File: config.mk
export PLATFORM = sky130hd
export DESIGN_NAME = bitblade_acc_ctrl
export DESIGN_NICKNAME = d
export VERILOG_FILES = /design/src/rtl/bitblade_pkg.sv /design/src/rtl/bitblade_acc_add.sv /design/src/rtl/bitblade_acc_ctrl.sv
export SDC_FILE = /design/constraint.sdc
export NUM_CORES = 1
export LEC_CHECK = 0
export BUFFER_PORTS_ARGS = -buffer_cell sky130_fd_sc_hd__buf_2
export CORE_ASPECT_RATIO = 0.7
export CORE_MARGIN = 3
export CORE_UTILIZATION = 25
export CTS_CLUSTER_SIZE = 14
export DETAILED_ROUTE_END_ITERATION = 10
export PLACE_DENSITY_LB_ADDON = 0.25
export SLEW_MARGIN = 5
export SYNTH_ARGS = -nofsm -noshare
export SYNTH_HDL_FRONTEND = slang
export SYNTH_SLANG_ARGS = --single-unit
export TNS_END_PERCENT = 1
File: constraint.sdc
create_clock -name clk -period 6.2 [get_ports clk]
set_input_delay 0.62 -clock clk [delete_from_list [all_inputs] [get_ports clk]]
set_output_delay 0.62 -clock clk [all_outputs]
set_load 0.01 [all_outputs]
File: src/rtl/bitblade_pkg.sv
// bitblade_pkg: function codes, FSM state encoding and default widths shared by the Bitblade accumulator.
package bitblade_pkg;
  localparam int DEF_PSUM_W = 18;
  localparam int DEF_ACC_W = 32;
  localparam int DEF_CNT_W = 16;
  localparam logic [2:0] FN_CLEAR = 3'd0;
  localparam logic [2:0] FN_ACCUM = 3'd1;
  localparam logic [2:0] FN_READ = 3'd2;
  localparam logic [2:0] FN_READ_CLR = 3'd3;
  localparam logic [2:0] FN_COUNT = 3'd4;
  localparam logic [1:0] S_IDLE = 2'd0;
  localparam logic [1:0] S_ADD = 2'd1;
  localparam logic [1:0] S_RESP = 2'd2;
endpackage

File: src/rtl/bitblade_acc_add.sv
// bitblade_acc_add: acc + zero-extended psum with carry-out; clamps to all-ones on carry when
// BITBLADE_ACC_SAT_EN is defined, otherwise wraps.
module bitblade_acc_add #(
  parameter int PSUM_W = 18,
  parameter int ACC_W = 32
) (
  input  logic [ACC_W-1:0]  acc,
  input  logic [PSUM_W-1:0] psum,
  output logic [ACC_W-1:0]  sum,
  output logic              carry
);
  logic [ACC_W:0] raw;
  assign raw = {1'b0, acc} + (ACC_W+1)'(psum);
  assign carry = raw[ACC_W];
`ifdef BITBLADE_ACC_SAT_EN
  assign sum = carry ? '1 : raw[ACC_W-1:0];
`else
  assign sum = raw[ACC_W-1:0];
`endif
endmodule

File: src/rtl/bitblade_acc_ctrl.sv
// bitblade_acc_ctrl: cmd/rsp accumulator for Bitblade partial sums with clear/read/count commands;
// BITBLADE_ACC_SAT_EN selects clamping instead of wrapping on overflow.
module bitblade_acc_ctrl
  import bitblade_pkg::*;
#(
  parameter int PSUM_W = DEF_PSUM_W,
  parameter int ACC_W = DEF_ACC_W,
  parameter int CNT_W = DEF_CNT_W
) (
  input  logic              clk,
  input  logic              reset_n,
  input  logic              cmd_valid,
  output logic              cmd_ready,
  input  logic [2:0]        cmd_funct,
  input  logic [PSUM_W-1:0] cmd_psum,
  output logic              rsp_valid,
  input  logic              rsp_ready,
  output logic [ACC_W-1:0]  rsp_data,
  output logic              ovf
);
  logic [1:0] state_q, state_d;
  logic [ACC_W-1:0] acc_q, acc_d, rsp_data_q, rsp_data_d, sum;
  logic [CNT_W-1:0] cnt_q, cnt_d;
  logic [PSUM_W-1:0] psum_q, psum_d;
  logic ovf_q, ovf_d, carry;

  bitblade_acc_add #(.PSUM_W(PSUM_W), .ACC_W(ACC_W)) u_add (
    .acc(acc_q), .psum(psum_q), .sum(sum), .carry(carry)
  );

  // cmd_ready is gated by reset so nothing looks acceptable while reset is held
  assign cmd_ready = reset_n && state_q == S_IDLE;
  assign rsp_valid = state_q == S_RESP;
  assign rsp_data = rsp_data_q;
  assign ovf = ovf_q;

  always_comb begin
    state_d = state_q;
    acc_d = acc_q;
    cnt_d = cnt_q;
    ovf_d = ovf_q;
    psum_d = psum_q;
    rsp_data_d = rsp_data_q;
    if (state_q == S_IDLE && cmd_valid) begin
      state_d = (cmd_funct == FN_ACCUM) ? S_ADD : S_RESP;
      case (cmd_funct)
        FN_CLEAR: begin
          acc_d = '0;
          cnt_d = '0;
          ovf_d = 1'b0;
          rsp_data_d = '0;
        end
        FN_ACCUM: psum_d = cmd_psum;
        FN_READ: rsp_data_d = acc_q;
        FN_READ_CLR: begin
          rsp_data_d = acc_q;
          acc_d = '0;
          cnt_d = '0;
        end
        FN_COUNT: rsp_data_d = ACC_W'(cnt_q);
        default: rsp_data_d = '1;
      endcase
    end else if (state_q == S_ADD) begin
      acc_d = sum;
      rsp_data_d = sum;
      ovf_d = ovf_q | carry;
      cnt_d = &cnt_q ? cnt_q : cnt_q + 1'b1;
      state_d = S_RESP;
    end else if (state_q == S_RESP && rsp_ready) begin
      state_d = S_IDLE;
    end
  end

  always_ff @(posedge clk or negedge reset_n) begin
    if (!reset_n) begin
      state_q <= S_IDLE;
      acc_q <= '0;
      cnt_q <= '0;
      ovf_q <= 1'b0;
      psum_q <= '0;
      rsp_data_q <= '0;
    end else begin
      state_q <= state_d;
      acc_q <= acc_d;
      cnt_q <= cnt_d;
      ovf_q <= ovf_d;
      psum_q <= psum_d;
      rsp_data_q <= rsp_data_d;
    end
  end
endmodule

==> results of run 1 <==
-- state kept, by name, summed over array words and instances, names as in the netlist --
| name | count |
|---|---|
| acc_q | 32 |
| cnt_q | 16 |
| ovf | 1 |
| psum_q | 18 |
| rsp_data | 32 |
| state_q | 2 |
-- critical path, stage by stage (launching register included) --
cell and delay (ns):
sky130_fd_sc_hd__dfrtp_1 0.50, sky130_fd_sc_hd__or3b_1 0.73, sky130_fd_sc_hd__buf_4 0.39, sky130_fd_sc_hd__a21boi_4 0.94, sky130_fd_sc_hd__nor2_1 0.13, sky130_fd_sc_hd__nor3_1 0.18
sky130_fd_sc_hd__nand3_1 0.10, sky130_fd_sc_hd__nand3_1 0.12
-- cells by family (layout without fill, tap and decap cells) --
kind of cell | count (synthesis) | after routing
simple gates | 239 | 239
compound gates | 227 | 227
buf+inv | 55 | 98
mux | 23 | 23
fa+ha+maj | 20 | 20
xor+xnor | 25 | 25
flops | 101 | 101
-- Yosys cell counts (3+ instances only) --
cell	number	share of area
sky130_fd_sc_hd__a21o_1	3	0.0037
sky130_fd_sc_hd__xor2_1	11	0.016
sky130_fd_sc_hd__buf_6	3	0.0056
sky130_fd_sc_hd__o21ai_0	63	0.052
sky130_fd_sc_hd__dfrtp_1	101	0.42
sky130_fd_sc_hd__buf_2	9	0.0074
sky130_fd_sc_hd__mux2_2	20	0.037
sky130_fd_sc_hd__nand3_1	25	0.021
sky130_fd_sc_hd__mux2i_1	3	0.0049
sky130_fd_sc_hd__xnor2_1	14	0.020
sky130_fd_sc_hd__or3_1	5	0.0051
sky130_fd_sc_hd__nor4_1	3	0.0031
sky130_fd_sc_hd__nor2b_1	6	0.0062
sky130_fd_sc_hd__inv_1	14	0.0086
sky130_fd_sc_hd__and2_1	3	0.0031
sky130_fd_sc_hd__or4_1	3	0.0037
sky130_fd_sc_hd__nor2_1	70	0.043
sky130_fd_sc_hd__a22o_1	5	0.0072
sky130_fd_sc_hd__buf_1	4	0.0025
sky130_fd_sc_hd__or2_2	4	0.0041
sky130_fd_sc_hd__o31ai_1	6	0.0074
sky130_fd_sc_hd__nor3_1	11	0.0090
sky130_fd_sc_hd__a21oi_1	61	0.050
sky130_fd_sc_hd__a32o_1	3	0.0049
sky130_fd_sc_hd__nand4_1	9	0.0093
sky130_fd_sc_hd__o21ai_1	5	0.0041
sky130_fd_sc_hd__o21a_1	6	0.0074
sky130_fd_sc_hd__and3_1	11	0.011
sky130_fd_sc_hd__o22a_1	3	0.0043
sky130_fd_sc_hd__a31oi_1	21	0.022
sky130_fd_sc_hd__a211oi_1	4	0.0049
sky130_fd_sc_hd__o211ai_1	8	0.0099
sky130_fd_sc_hd__o211a_1	3	0.0049
sky130_fd_sc_hd__clkbuf_1	24	0.015
sky130_fd_sc_hd__ha_1	19	0.039
sky130_fd_sc_hd__o31a_1	3	0.0043
sky130_fd_sc_hd__nand2_1	78	0.048
-- routing by layer --
metal / vias up / GRT usage / share of wire
li1: 2594 / - / -
met1: 2578 / 0.2310 / 0.53
met2: 140 / 0.2105 / 0.42
met3: 6 / 0.03072 / 0.052
met4: 0 / 0.02103 / 0.0042
met5: - / 0 / 0
-- where the power goes --
group	leakage, µW	total [µW]	internal [µW]	switching (µW)
Sequential	0.00125	1160	914	248
Clock	0.000149	605	328	277
Combinational	0.00158	1610	641	970
Total	0.00298	3380	1880	1490
-- worst paths after layout --
kind / from / endpoint / slack [ns] / depth (start not counted)
setup / recovery: state_q[0]$_DFFE_PN0P_ / rsp_data[28]$_DFFE_PN0P_ / 3.04 / 7
hold / removal: reset_n / rsp_data[27]$_DFFE_PN0P_ / 0.27 / 1
setup reg to reg: state_q[0]$_DFFE_PN0P_ / rsp_data[28]$_DFFE_PN0P_ / 3.04 / 7
hold reg to reg: rsp_data[17]$_DFFE_PN0P_ / rsp_data[17]$_DFFE_PN0P_ / 0.48 / 2
max in group asynchronous: reset_n / rsp_data[8]$_DFFE_PN0P_ / 4.70 / 2
min in group clk: rsp_data[17]$_DFFE_PN0P_ / rsp_data[17]$_DFFE_PN0P_ / 0.48 / 2
-- metrics by stage --
stage / total power, µW / hold slack, ns / worst slack, ns / std cells / instance area, µm²
2_1_floorplan: 2277 / 0.3244 / 3.673 / 690 / 6083
3_3_place_gp: 2783 / 0.4647 / 2.887 / 1035 / 6666
3_5_place_dp: 2781 / 0.4690 / 2.878 / 1035 / 6666
4_1_cts: 3399 / 0.2940 / 3.049 / 1051 / 6974
5_1_grt: 3671 / 0.3163 / 2.745 / 1051 / 6974
6_report: 3378 / 0.2660 / 3.043 / 1051 / 6974
-- layout make-up --
| class | count | area [µm²] |
|---|---|---|
| tap | 318 | 397.9 |
| sequential | 101 | 2527 |
| clock buffer | 10 | 239.0 |
| inverter | 14 | 52.55 |
| multi-input combinational | 534 | 3323 |
| fill | 2584 | 16780 |
| timing repair buffer | 68 | 365.4 |
| clock inverter | 6 | 68.82 |
==> impl_metrics.py, run 1 <==
metrics = {
    "place": {
        "gp_routability_congestion": 0.8527,
        "hpwl_um": 13060,
        "io_buffers": 59,
    },
    "logic_synthesis": {
        "share_of_the_synthesized_area_in_compound_gates_ao_oa_aoi_oai": 0.2376,
        "synthesis.yosys.warnings": 0,
        "synth_seq_area_share": 0.4155,
        "synth_fa_ha_area_frac": 0.04237,
        "muxShareOfSynthArea": 0.04196,
        "mapped_area_um2": 6083,
        "synth-xor-area-share": 0.03599,
        "synth.avg_cell_area_um2": 8.816,
        "syn_nets": 735,
        "post_synthesis_simple_gate_area_fraction": 0.1865,
        "synth_enable_flop_cells": 0,
        "ys_seq_elements": 101,
        "syn_inst": 690,
        "ys.flop_type": "sky130_fd_sc_hd__dfrtp_1",
        "main_combinational_cell_family_by_area_after_synthesis": "compound AO/OA/AOI/OAI gates",
        "number_of_distinct_standard_cells_referenced_by_the_synthesized_netlist": 73,
        "async_reset_ff_frac": 1.000,
    },
    "timing": {
        "timing.final.max_slew_violations": 0,
        "fin_setup_tns_ns": 0,
        "achievable-frequency_ghz": 0.3167,
        "worst_slew_pin_slew_ns": 1.153,
        "setup_viol": 0,
        "timing.clock.skew_ns": 0.01119,
        "hold_violations_final": 0,
        "period_needed_ns": 3.157,
        "setup_repair_after_global_routing_missed_its_margin": "no",
        "post-route-period-util": 0.5092,
        "worst_slew_margin_rel": 0.2294,
    },
    "clocking": {
        "tritoncts_buffers": 9,
        "clockRootBuffer": "sky130_fd_sc_hd__clkbuf_16",
        "cts.repair.resized": 0,
        "cts.path.max_buffers": 2,
        "clkTransAtPathRegs_ns": 0.08,
        "clkSinkCount": 101,
        "tritoncts": "yes",
        "h-tree-depth": 3,
        "holdBufCountCts": 0,
        "cts_setup_buffers": 0,
        "clk-insertion-delay-late_ns": 0.36,
    },
    "floorplanning": {
        "initial_core_util": 0.2561,
        "io-pin-count": 60,
        "die_w_um": 192.4,
        "core_area_um2": 23760,
        "design.die.area_um2": 26270,
        "die_h_um": 136.5,
        "std_cell_rows": 47,
    },
    "worst_setup_path": {
        "crit_type": "register to register",
        "startpoint_type": "register",
        "worstPathMaxFanout": 37,
        "cp_data_arrival_time_ns": 3.45,
        "worst_ep_required_time_ns": 6.50,
        "worstSetupEndpointType": "register",
    },
    "min_path": {
        "min-delay-path-class": "input pin to asynchronous set/reset pin",
    },
    "cells_and_area": {
        "end_of_flow_core_utilization": 0.2936,
        "antenna_cells_inserted": 0,
        "nNetsFinal": 773,
        "layout_common_cells": "sky130_fd_sc_hd__dfrtp_1 (101), sky130_fd_sc_hd__nand2_1 (78), sky130_fd_sc_hd__nor2_1 (70)",
        "fraction_of_layout_instances_using_a_drive_strength_above_1": 0.1705,
        "mostFrequentLayoutCell": "sky130_fd_sc_hd__dfrtp_1",
        "area_growth_syn_to_layout_pct": 14.64,
    },
    "grt": {
        "antenna_violations_before_repair": 0,
        "grtUsageTotal": 0.1475,
        "grt_start_max_net_pins": 59,
        "gr-total-overflow": 0,
        "grt_pass1_wl_um": 30060,
        "grt_pass1_vias": 5028,
    },
    "route": {
        "drc_errors": 0,
        "drt-pass1-iter-count": 5,
        "routed_wire_length_per_instance_um": 17.83,
        "post_drt_via_cell_ratio": 5.060,
        "via_count": 5318,
        "initial_drc_count": 367,
        "postRouteWirelength_um": 18740,
        "detail-route-antenna-nets": 0,
    },
    "power": {
        "pwr_per_cell_area_nw_per_um2": 484.3,
        "static-leakage-power_uw": 0.002976,
        "power.ir.vdd_worst_mv": 0.1691,
    },
    "run": {
        "max_cap_violations": 0,
    },
    "run_status": {
        "outcome": "finished clean",
    },
}
Power figures use the tool's default switching activity.
==> run 2: changes to the inputs <==
==> constraint.sdc (replaced) <==
create_clock -name clk -period 3.15 [get_ports clk]
set_input_delay 0.315 -clock clk [delete_from_list [all_inputs] [get_ports clk]]
set_output_delay 0.315 -clock clk [all_outputs]
set_load 0.01 [all_outputs]
==> run 2 against run 1 <==
  * Via count is 0.55% higher
  * Register-to-register slack worse by 2.7 ns
  * Cell count is 1.0% higher
  * Maximum frequency is 14% higher
  * Sequential cell count stayed put
  * Count of clock-buffer cells in the layout is 1 lower
  * Routed wire length is 0.67% higher
  * Combinational power is 100% higher
  * Non-clock buffer count is 11 higher
  * Critical path type unchanged
  * Setup slack worse by 2.7 ns
  * Critical endpoint is now rsp_data[24]$_DFFE_PN0P_
  * Clock skew is 0.00092 ns lower
  * Largest power group unchanged
==> impl_metrics.py, run 2 (same netlist as run 1, synthesis figures left out) <==
metrics = {
    "timing": {
        "fin_setup_tns_ns": 0,
        "achievable-frequency_ghz": 0.3599,
        "setup_repair_after_global_routing_missed_its_margin": "no",
        "setup_viol": 0,
        "hold_violations_final": 0,
        "worst_slew_pin_slew_ns": 0.7477,
        "post-route-period-util": 0.8820,
        "period_needed_ns": 2.778,
        "timing.final.max_slew_violations": 0,
        "worst_slew_margin_rel": 0.4997,
        "timing.clock.skew_ns": 0.01027,
    },
    "place": {
        "io_buffers": 59,
        "gp_routability_congestion": 0.8081,
        "hpwl_um": 13450,
    },
    "floorplanning": {
        "die_h_um": 136.5,
        "design.die.area_um2": 26270,
        "initial_core_util": 0.2561,
        "std_cell_rows": 47,
        "io-pin-count": 60,
        "core_area_um2": 23760,
        "die_w_um": 192.4,
    },
    "route": {
        "post_drt_via_cell_ratio": 5.035,
        "detail-route-antenna-nets": 0,
        "initial_drc_count": 378,
        "via_count": 5347,
        "drc_errors": 0,
        "routed_wire_length_per_instance_um": 17.77,
        "drt-pass1-iter-count": 5,
        "postRouteWirelength_um": 18870,
    },
    "cells_and_area": {
        "layout.filler_cells": 2543,
        "mostFrequentLayoutCell": "sky130_fd_sc_hd__dfrtp_1",
        "antenna_cells_inserted": 0,
        "layout_common_cells": "sky130_fd_sc_hd__dfrtp_1 (101), sky130_fd_sc_hd__nand2_1 (78), sky130_fd_sc_hd__nor2_1 (70)",
        "area_growth_syn_to_layout_pct": 15.88,
        "multi_input_area_um2": 3323,
        "nNetsFinal": 784,
        "area.sequential_um2": 2527,
        "fraction_of_layout_instances_using_a_drive_strength_above_1": 0.1815,
    },
    "grt": {
        "grtUsageTotal": 0.1516,
        "antenna_violations_before_repair": 0,
        "grt_pass1_wl_um": 30680,
        "gr-total-overflow": 0,
        "grt_pass1_vias": 5239,
        "grt_start_max_net_pins": 44,
    },
    "clocking": {
        "clkTransAtPathRegs_ns": 0.08,
        "cts.path.max_buffers": 2,
        "tritoncts": "yes",
        "tritoncts_buffers": 9,
        "h-tree-depth": 3,
        "clockRootBuffer": "sky130_fd_sc_hd__clkbuf_16",
        "clkSinkCount": 101,
        "clk-insertion-delay-late_ns": 0.37,
        "cts_setup_buffers": 0,
    },
    "run": {
        "max_cap_violations": 0,
    },
    "power": {
        "static-leakage-power_uw": 0.003013,
        "pwr_per_cell_area_nw_per_um2": 938.2,
        "power.ir.vdd_worst_mv": 0.3435,
        "p_total_uw": 6614,
    },
    "worst_setup_path": {
        "cp_top_family": "compound AO/OA/AOI/OAI gates",
        "worstSetupEndpointType": "register",
        "cp_data_arrival_time_ns": 3.03,
        "crit_path_max_incr_delay_ns": 0.46,
        "cp_cell_sequence": "ha_1 -> fa_1 -> a21oi_1 -> nor2b_1 -> a311o_2 -> a22oi_1 -> a21o_2 -> o31ai_1 -> a32o_1",
        "worst_ep_required_time_ns": 3.41,
        "startpoint_type": "register",
        "crit_type": "register to register",
        "timing.critical_path.slowest_stage_cell": "sky130_fd_sc_hd__a311o_2",
        "cp_num_buf_inv": 0,
        "worstPathMaxFanout": 14,
    },
    "run_status": {
        "outcome": "finished clean",
    },
    "min_path": {
        "min-delay-path-class": "input pin to register",
    },
}
run 2: cell types whose count changed in the layout (fill, tap and decap cells not counted), sizes merged:
cell,change
dlygate4sd3,+1
bufinv,-1
buf,+10
clkbuf,-1
clkinvlp,+2
run 2: routing by layer:
layer	GRT usage	vias up	wire length (µm)
li1	-	2611	-
met3	0.03328	15	877
met4	0.02911	0	153
met5	0	-	0
met1	0.2323	2603	9877
met2	0.2176	118	7962
run 2: worst reg2reg max path, stage by stage, from the launching register on:
cell and delay (ns):
sky130_fd_sc_hd__dfrtp_1 0.40, sky130_fd_sc_hd__ha_1 0.25, sky130_fd_sc_hd__fa_1 0.41, sky130_fd_sc_hd__a21oi_1 0.14, sky130_fd_sc_hd__nor2b_1 0.08, sky130_fd_sc_hd__a311o_2 0.46, sky130_fd_sc_hd__a22oi_1 0.28, sky130_fd_sc_hd__a21o_2 0.32
sky130_fd_sc_hd__o31ai_1 0.10, sky130_fd_sc_hd__a32o_1 0.23
run 2: area by class of cell:
cell class	count	share of cell area
Clock buffer	9	0.03195
Clock inverter	7	0.008520
Inverter	14	0.007455
Multi-Input combinational cell	534	0.4714
Sequential cell	101	0.3585
Tap cell	318	0.05644
Timing Repair Buffer	79	0.06567
run 2: final timing paths:
path,startpoint,end,slack [ns],cells past startpoint
setup / recovery,acc_q[0]$_DFFE_PN0P_,rsp_data[24]$_DFFE_PN0P_,0.37,9
setup reg to reg,acc_q[0]$_DFFE_PN0P_,rsp_data[24]$_DFFE_PN0P_,0.37,9
min in group asynchronous,reset_n,acc_q[27]$_DFFE_PN0P_,0.42,2
hold / removal,cmd_psum[11],psum_q[11]$_DFFE_PN0P_,0.18,2
max in group asynchronous,reset_n,acc_q[13]$_DFFE_PN0P_,1.80,3
hold reg to reg,rsp_data[2]$_DFFE_PN0P_,rsp_data[2]$_DFFE_PN0P_,0.47,2
run 2: timing repair:
item | in CTS | in global routing
hold buffers | 1 | 0
hold endpoints to repair | 25 | 0
resized for setup | 0 | 0
run 2: power by group:
group / switching (µW) / leakage, µW / internal, µW / total (µW)
Sequential: 482 / 0.00125 / 1800 / 2280
Combinational: 1910 / 0.00163 / 1300 / 3220
Clock: 567 / 0.000130 / 548 / 1110
run 2: per-stage QoR:
step / hold slack [ns] / util / std cells / worst slack [ns] / cell area [µm²]
after global routing: 0.1641 / 0.2967 / 1062 / 0.2153 / 7049
after global placement: 0.2806 / 0.2843 / 1045 / 0.4254 / 6754
after floorplan: 0.01941 / - / 690 / 0.6231 / 6083
after CTS: 0.1650 / 0.2967 / 1062 / 0.3744 / 7049
final: 0.1757 / 0.2967 / 1062 / 0.3716 / 7049
after detailed placement: 0.2819 / 0.2843 / 1045 / 0.3870 / 6754
==> run 3: changes to the inputs <==
--- a/config.mk
+++ b/config.mk
@@ -11,7 +11,7 @@
 export CORE_UTILIZATION = 25
 export CTS_CLUSTER_SIZE = 14
 export DETAILED_ROUTE_END_ITERATION = 10
-export PLACE_DENSITY_LB_ADDON = 0.25
+export PLACE_DENSITY = 0.45
 export SLEW_MARGIN = 5
 export SYNTH_ARGS = -nofsm -noshare
 export SYNTH_HDL_FRONTEND = slang
==> run 3 against run 2 <==
  * Via count increased by 0.64%
  * Sequential share of layout area decreased by 0.057 points
  * Sequential power is essentially flat
  * Largest cell class unchanged
  * Design area increased by 0.16%
  * Largest power group unchanged
  * Cell count decreased by 0.19%
  * Non-clock buffer count decreased by 2
==> impl_metrics.py, run 3 (same netlist as run 1, synthesis figures left out) <==
metrics = {
    "timing": {
        "hold_violations_final": 0,
        "worst_slew_pin_slew_ns": 0.7987,
        "fin_setup_tns_ns": 0,
        "timing.clock.skew_ns": 0.01318,
        "worst_slew_margin_rel": 0.4675,
        "period_needed_ns": 2.778,
        "holdWs_ns": 0.1706,
        "setup_viol": 0,
        "post-route-period-util": 0.8818,
        "achievable-frequency_ghz": 0.3600,
        "timing.final.max_slew_violations": 0,
        "setup_repair_after_global_routing_missed_its_margin": "no",
    },
    "clocking": {
        "cts_setup_buffers": 0,
        "clkTransAtPathRegs_ns": 0.08,
        "tritoncts_buffers": 9,
        "holdBufCountCts": 1,
        "h-tree-depth": 3,
        "cts.path.max_buffers": 2,
        "tritoncts": "yes",
        "clk-insertion-delay-late_ns": 0.37,
        "clkSinkCount": 101,
        "clockRootBuffer": "sky130_fd_sc_hd__clkbuf_16",
        "cts.repair.resized": 0,
    },
    "place": {
        "gp_routability_congestion": 0.7958,
        "io_buffers": 59,
        "hpwl_um": 13460,
        "placed_cell_area_um2": 6751,
        "place_inst": 1043,
    },
    "cells_and_area": {
        "fraction_of_layout_instances_using_a_drive_strength_above_1": 0.1792,
        "post-route-cell-area_um2": 7061,
        "nNetsFinal": 782,
        "final_cells": 1060,
        "area_growth_syn_to_layout_pct": 16.06,
        "end_of_flow_core_utilization": 0.2972,
        "mostFrequentLayoutCell": "sky130_fd_sc_hd__dfrtp_1",
        "antenna_cells_inserted": 0,
        "layout_common_cells": "sky130_fd_sc_hd__dfrtp_1 (101), sky130_fd_sc_hd__nand2_1 (78), sky130_fd_sc_hd__nor2_1 (70)",
    },
    "power": {
        "power.ir.vdd_worst_mv": 0.3412,
        "power_switching_share": 0.4435,
        "clock_power_share": 0.175,
        "seqPwrFrac": 0.339,
        "pwr_per_cell_area_nw_per_um2": 947.2,
        "p_switching_uw": 2966,
        "comb_power_share": 0.485,
        "static-leakage-power_uw": 0.003023,
        "internal_dissipation_uw": 3722,
    },
    "floorplanning": {
        "die_w_um": 192.4,
        "initial_core_util": 0.2561,
        "core_area_um2": 23760,
        "io-pin-count": 60,
        "die_h_um": 136.5,
        "std_cell_rows": 47,
        "design.die.area_um2": 26270,
    },
    "grt": {
        "grt_start_max_net_pins": 60,
        "grtUsageTotal": 0.1537,
        "grt_pass1_wl_um": 31190,
        "grt_pass1_vias": 5287,
        "antenna_violations_before_repair": 0,
        "gr-total-overflow": 0,
    },
    "worst_setup_path": {
        "cp_data_arrival_time_ns": 3.03,
        "crit_type": "register to register",
        "ff2ff_path_depth": 9,
        "r2r-end": "rsp_data[26]$_DFFE_PN0P_",
        "critPathLaunch": "acc_q[0]$_DFFE_PN0P_",
        "crit_end": "rsp_data[26]$_DFFE_PN0P_",
        "reg2reg_from": "acc_q[0]$_DFFE_PN0P_",
        "timing.reg2reg.setup_slack_ns": 0.37,
        "worstPathMaxFanout": 14,
        "worst_ep_required_time_ns": 3.41,
        "startpoint_type": "register",
        "worstSetupEndpointType": "register",
    },
    "run_status": {
        "outcome": "finished clean",
    },
    "run": {
        "max_cap_violations": 0,
    },
    "route": {
        "detail-route-antenna-nets": 0,
        "routed_wire_length_per_instance_um": 18.15,
        "drt-pass1-iter-count": 5,
        "postRouteWirelength_um": 19240,
        "drc_errors": 0,
        "via_count": 5381,
        "post_drt_via_cell_ratio": 5.076,
        "initial_drc_count": 328,
    },
    "min_path": {
        "min-delay-path-class": "input pin to register",
    },
}
==> run 3: cell types whose count changed in the layout (fill, tap and decap cells not counted), sizes merged <==
cell      change
clkinvlp      -2
bufinv        +1
buf           -2
clkinv        +1
==> run 3: layout make-up <==
cell class	count	area, µm²
Multi-Input combinational cell	534	3323
Inverter	14	52.55
Tap cell	318	397.9
Timing Repair Buffer	77	460.4
Sequential cell	101	2527
Clock inverter	7	73.82
Fill cell	2574	16700
Clock buffer	9	225.2
==> run 3: worst min path at each step <==
stage,start,end,slack [ns],cells past startpoint
2_1_floorplan,reset_n,acc_q[0]$_DFFE_PN0P_,0.02,0
3_3_place_gp,reset_n,rsp_data[27]$_DFFE_PN0P_,0.38,1
3_5_place_dp,reset_n,rsp_data[27]$_DFFE_PN0P_,0.37,1
4_1_cts,cmd_psum[15],psum_q[15]$_DFFE_PN0P_,0.16,2
5_1_grt,cmd_psum[0],psum_q[0]$_DFFE_PN0P_,0.17,2
6_report,cmd_psum[15],psum_q[15]$_DFFE_PN0P_,0.17,2
==> run 3: metal layers <==
layer	global-route usage	part of all wire	up-vias
met5	0	0	-
met4	0.03073	0.010	0
met3	0.03559	0.052	15
met2	0.2235	0.42	141
met1	0.2317	0.52	2610
li1	-	-	2615
==> run 3: stage by stage <==
stage	setup WS, ns	total power, µW
detailed placement	0.4108	5536
floorplan	0.6231	4482
finish	0.3724	6688
global placement	0.4220	5561
global route	0.1984	7303
CTS	0.3953	6751
==> run 3: power groups by stage <==
| stage | Combinational [µW] | Sequential [µW] | Clock [µW] |
|---|---|---|---|
| after CTS | 3260 | 2280 | 1210 |
| after floorplan | 2270 | 2210 | 0 |
| after global routing | 3680 | 2360 | 1270 |
| after detailed placement | 3240 | 2300 | 0 |
| final | 3250 | 2270 | 1170 |
| after global placement | 3260 | 2300 | 0 |
==> run 3: worst max-delay path, cell delays in order (launching register included) <==
cell                      delay [ns]
sky130_fd_sc_hd__dfrtp_1        0.39
sky130_fd_sc_hd__ha_1           0.24
sky130_fd_sc_hd__fa_1           0.41
sky130_fd_sc_hd__a21oi_1        0.14
sky130_fd_sc_hd__nor2b_1        0.07
sky130_fd_sc_hd__a311o_2        0.47
sky130_fd_sc_hd__a22oi_1        0.28
sky130_fd_sc_hd__a21o_2         0.33
sky130_fd_sc_hd__nor2_1         0.08
sky130_fd_sc_hd__a211o_1        0.25
